**config.mk**
```make
export PLATFORM = sky130hd
export DESIGN_NAME = adder_slice_sequencer
export DESIGN_NICKNAME = d
export VERILOG_FILES = /design/src/rtl/adder_seq_pkg.sv /design/src/rtl/adder_slice_sequencer_ripple.sv /design/src/rtl/adder_slice_sequencer.sv
export SDC_FILE = /design/constraint.sdc
export NUM_CORES = 1
export LEC_CHECK = 0
export ABC_AREA = 1
export CORE_MARGIN = 4
export CORE_UTILIZATION = 50
export DETAILED_ROUTE_END_ITERATION = 8
export GPL_ROUTABILITY_DRIVEN = 0
export PLACE_DENSITY_LB_ADDON = 0.2
export SKIP_LAST_GASP = 1
export SLEW_MARGIN = 20
export SYNTH_ARGS = -nofsm -noshare
export SYNTH_HDL_FRONTEND = slang
export SYNTH_HIERARCHICAL = 1
export SYNTH_SLANG_ARGS = --single-unit
```
**constraint.sdc**
```tcl
create_clock -name clk -period 5.5 [get_ports clk]
set_input_delay 0.825 -clock clk [delete_from_list [all_inputs] [get_ports clk]]
set_output_delay 0.825 -clock clk [all_outputs]
set_load 0.005 [all_outputs]
```
**src/rtl/adder_seq_pkg.sv**
```systemverilog
// Shared types and constants for the nibble-serial adder sequencer.
package adder_seq_pkg;

    localparam int unsigned SLICE_W = 4;

    typedef enum logic [1:0] {
        IDLE = 2'd0,
        RUN  = 2'd1,
        DONE = 2'd2
    } state_t;

    function automatic int unsigned calc_nslice(input int unsigned width);
        return width / SLICE_W;
    endfunction

endpackage

```
**src/rtl/adder_slice_sequencer_ripple.sv**
```systemverilog
// 4-bit combinational ripple-carry slice shared across all nibble passes.
module ripple_4bit (
    input  logic [3:0] A,
    input  logic [3:0] B,
    input  logic       cin,
    output logic [3:0] F,
    output logic       cout
);

    logic [4:0] c;

    always_comb begin
        c    = '0;
        F    = '0;
        c[0] = cin;
        for (int i = 0; i < 4; i++) begin
            F[i]   = A[i] ^ B[i] ^ c[i];
            c[i+1] = (A[i] & B[i]) | (c[i] & (A[i] ^ B[i]));
        end
        cout = c[4];
    end

endmodule

```
**src/rtl/adder_slice_sequencer.sv**
```systemverilog
// Multi-cycle WIDTH-bit adder: one nibble per clock through a shared ripple slice.
// Define SEQ_SIGNED_OVF_EN to add the registered two's-complement overflow output ovf.
module adder_slice_sequencer
    import adder_seq_pkg::*;
#(
    parameter int unsigned WIDTH  = 16,
    parameter int unsigned NSLICE = calc_nslice(WIDTH)
) (
    input  logic             clk,
    input  logic             rst_n,
    input  logic             in_valid,
    output logic             in_ready,
    input  logic [WIDTH-1:0] a,
    input  logic [WIDTH-1:0] b,
    input  logic             cin,
    output logic             out_valid,
    input  logic             out_ready,
    output logic [WIDTH-1:0] sum,
    output logic             cout
`ifdef SEQ_SIGNED_OVF_EN
    ,
    output logic             ovf
`endif
);

    localparam int unsigned IDX_W = (NSLICE > 1) ? $clog2(NSLICE) : 1;
    localparam logic [IDX_W-1:0] LAST_IDX = IDX_W'(NSLICE - 1);

    if ((WIDTH % SLICE_W) != 0 || WIDTH < SLICE_W || NSLICE != WIDTH / SLICE_W) begin : g_width_chk
        $error("adder_slice_sequencer: WIDTH must be a multiple of 4 and >= 4");
    end

    state_t             state, state_next;
    logic [WIDTH-1:0]   a_reg, b_reg;
    logic               carry_reg;
    logic [IDX_W-1:0]   idx;
    logic [SLICE_W-1:0] slice_a, slice_b, slice_f;
    logic               slice_co;
    logic               accept, step, last;

    // State register; handshake flags are registered decodes of the next state.
    always_ff @(posedge clk or negedge rst_n) begin
        if (!rst_n) begin
            state     <= IDLE;
            in_ready  <= 1'b1;
            out_valid <= 1'b0;
        end else begin
            state     <= state_next;
            in_ready  <= (state_next == IDLE);
            out_valid <= (state_next == DONE);
        end
    end

    always_comb begin
        state_next = state;
        unique case (state)
            IDLE: if (in_valid)        state_next = RUN;
            RUN:  if (idx == LAST_IDX) state_next = DONE;
            DONE: if (out_ready)       state_next = IDLE;
            default:                   state_next = IDLE;
        endcase
    end

    // Datapath control and nibble select for the shared slice.
    always_comb begin
        accept  = (state == IDLE) && in_valid;
        step    = (state == RUN);
        last    = step && (idx == LAST_IDX);
        slice_a = '0;
        slice_b = '0;
        for (int unsigned i = 0; i < NSLICE; i++) begin
            if (idx == IDX_W'(i)) begin
                slice_a = a_reg[i*SLICE_W +: SLICE_W];
                slice_b = b_reg[i*SLICE_W +: SLICE_W];
            end
        end
    end

    ripple_4bit u_slice (
        .A    (slice_a),
        .B    (slice_b),
        .cin  (carry_reg),
        .F    (slice_f),
        .cout (slice_co)
    );

    // Carry register holds cin for the first pass, then the previous slice carry.
    always_ff @(posedge clk or negedge rst_n) begin
        if (!rst_n) begin
            a_reg     <= '0;
            b_reg     <= '0;
            carry_reg <= 1'b0;
            idx       <= '0;
            sum       <= '0;
            cout      <= 1'b0;
`ifdef SEQ_SIGNED_OVF_EN
            ovf       <= 1'b0;
`endif
        end else begin
            if (accept) begin
                a_reg     <= a;
                b_reg     <= b;
                carry_reg <= cin;
                idx       <= '0;
            end
            if (step) begin
                for (int unsigned i = 0; i < NSLICE; i++) begin
                    if (idx == IDX_W'(i)) begin
                        sum[i*SLICE_W +: SLICE_W] <= slice_f;
                    end
                end
                carry_reg <= slice_co;
                idx       <= idx + IDX_W'(1);
            end
            if (last) begin
                cout <= slice_co;
`ifdef SEQ_SIGNED_OVF_EN
                ovf  <= (a_reg[WIDTH-1] == b_reg[WIDTH-1]) && (slice_f[SLICE_W-1] != a_reg[WIDTH-1]);
`endif
            end
        end
    end

endmodule
```
==> summary.md <==
| Metric | Value |
|---|---|
| Status | `complete, no violations` |
| Wire per inst | `12.0 µm` |
| Hold Path Class | `reg2reg` |
| Final wirelength | `5180 µm` |
| Worst Setup Path Type | `reg2reg` |
| Layout area overhead | `24.0%` |
| Hold buffers post-CTS | `0` |
| Setup violators final | `0` |
| Pre-CTS WS | `2.22 ns` |
| Worst Setup Start Kind | `register` |
| Mapped Area | `2650 µm²` |
| Clock sink count | `56` |
| Syn. warnings | `6` |
| Commonest non-fill, non-tap cell in the layout | `nand2_1` |
| Core box area | `5110 µm²` |
| Tcrit/Tclk final | `0.602` |
| Initial antenna violation count | `0` |
| Gates resized, CTS repair | `0` |
| RSZ-0062 raised after global routing | `no` |
| VDD IR max | `0.249 mV` |
| Starting Density | `0.518` |
| GR Overflow Total | `0` |
| Port-buffer cells | `55` |
| Clock-pin slew on the worst setup and hold paths | `0.09 ns` |
| # Post-CTS Setup Buffers | `0` |
| DRC | `0` |
| Final Hold Fails | `0` |
| DP Area | `3200 µm²` |
| Total track usage | `0.175` |
| Fin nets | `408` |
| Layout cells sized above 1 | `0.0468` |
| Cell Rows | `26` |
| Most frequent cells in the layout | `nand2_1 (92), inv_1 (57), dfrtp_1 (55), clkdlybuf4s50_1 (54), o21ai_0 (25)` |
| Dpl cells | `426` |
| Vias per cell | `4.81` |
| Sequential area share after synthesis | `0.530` |
| Inserted Diodes | `0` |
| Drt pass-1 iters | `4` |
| Clock buffers created by TritonCTS | `5` |
| CTS tree | `built` |
| Die Y | `80.8 µm` |
| Req. time, crit path | `5.72 ns` |
| Slew Viols, Final | `0` |
| First-pass GRT wire length | `8870 µm` |
| Max Cap Viol | `0` |
| Dpl hpwl | `3890 µm` |
| Root Driver | `clkbuf_8` |
| Cells after Synth | `314` |
| Depth of the CTS H-tree | `2` |
| Die area | `6520 µm²` |
| Horiz. Die Dim | `80.8 µm` |
| Seq cells post-synth | `56` |
| Pwr Density | `571 nW/µm²` |
| Clk Latency, worst-skew pair | `0.30 ns` |
| Relative slew slack | `0.544` |
| Syn Area/Cell | `8.43 µm²` |
| Final WS setup | `2.19 ns` |
| Crit. End Element | `register` |
| Finished Cell Area | `3280 µm²` |
| Vias in the first global route | `1970` |
| Max Freq | `0.302 GHz` |
| ANT nets after route | `0` |
| Worst Tran Pin Value | `0.684 ns` |
| Clk buf depth | `2` |
| Setup_tns | `0 ns` |
| Crit-path max FO | `10` |
| Largest net degree at the start of global routing | `66` |
| Syn_nets | `359` |
| Data arrival time of the worst path | `3.53 ns` |
| LEAKAGE | `1.67 nW` |
| Via count | `2083` |
| IO Pins | `56` |
| DR iter-0 viols | `103` |
| Synth unique cells | `22` |
| Clock skew | `0.00567 ns` |
| Min Tclk post-route | `3.31 ns` |
| Finished Layout Cells | `433` |
-- critical path, cell delays in order, from the launching register on --
cell     delay, ns
dfrtp_1       0.41
inv_1         0.10
ha_1          0.37
inv_1         0.21
nand3_1       0.11
nand2_1       0.06
nand2_1       0.06
nand2_1       0.07
fa_1          0.41
inv_1         0.07
fa_1          0.16
inv_1         0.05
fa_1          0.35
inv_1         0.07
fa_1          0.41
inv_1         0.07
inv_1         0.07
o21ai_0       0.18
-- stage by stage --
step | utilization | total power, mW | hold WS, ns
4_1_cts | 0.641 | 1.89 | 0.494
2_1_floorplan | - | 1.35 | 0.453
3_3_place_gp | 0.626 | 1.64 | 0.465
5_1_grt | 0.643 | 2.08 | 0.515
6_report | 0.643 | 1.87 | 0.489
3_5_place_dp | 0.626 | 1.68 | 0.472
-- cell type report --
type / count / area (µm²)
multi-input combinational: 185 / 940
timing repair buffer: 56 / 553
fill: 468 / 1830
sequential: 56 / 1400
clock buffer: 6 / 72.6
inverter: 59 / 221
clock inverter: 1 / 5.00
tap: 70 / 87.6
-- Yosys cell counts --
cell,n,share of area
nor3_1,1,0.0019
buf_4,4,0.011
o31ai_1,2,0.0057
nand3_2,1,0.0038
nand2_1,92,0.13
a21oi_1,16,0.030
inv_2,2,0.0028
o21ai_0,25,0.047
nand3_1,11,0.021
buf_6,2,0.0085
nor2_1,1,0.0014
nand4_1,1,0.0024
o21ai_2,4,0.013
fa_1,4,0.030
clkbuf_1,2,0.0028
o21ai_1,22,0.042
dfstp_2,1,0.0099
dfrtp_1,55,0.52
inv_1,57,0.081
ha_1,4,0.019
nor2_4,1,0.0043
buf_2,6,0.011
-- layer usage --
metal,track usage,share of wire
met1,0.226,0.45
met2,0.304,0.48
met3,0.0377,0.062
met4,0.0405,0.010
met5,0,0
-- final timing paths --
kind / from / slack [ns] / cells past startpoint / to
max in group asynchronous: rst_n / 4.40 / 2 / b_reg[0]$_DFFE_PN0P_
worst max register to register: idx[1]$_DFFE_PN0P_ / 2.19 / 17 / sum[7]$_DFFE_PN0P_
worst max-delay path: idx[1]$_DFFE_PN0P_ / 2.19 / 17 / sum[7]$_DFFE_PN0P_
worst min register to register: sum[6]$_DFFE_PN0P_ / 0.49 / 2 / sum[6]$_DFFE_PN0P_
min in group asynchronous: rst_n / 0.63 / 2 / out_valid$_DFF_PN0_
worst min-delay path: sum[6]$_DFFE_PN0P_ / 0.49 / 2 / sum[6]$_DFFE_PN0P_
-- kinds of logic (layout without fill, tap and decap cells) --
group,Yosys count,after routing,share of synthesized area
AOI/OAI and AO/OA,69,69,0.138
adders and majority gates,8,8,0.0492
buffers and inverters,73,122,0.118
DFF,56,56,0.530
and+or+nand+nor,108,108,0.165
-- report_power, final --
group	total, mW	internal (mW)	switching, mW	leakage, nW
logic	0.937	0.370	0.566	0.934
registers	0.729	0.608	0.121	0.700
clock network	0.208	0.0869	0.121	0.0410
Power figures use the tool's default switching activity.
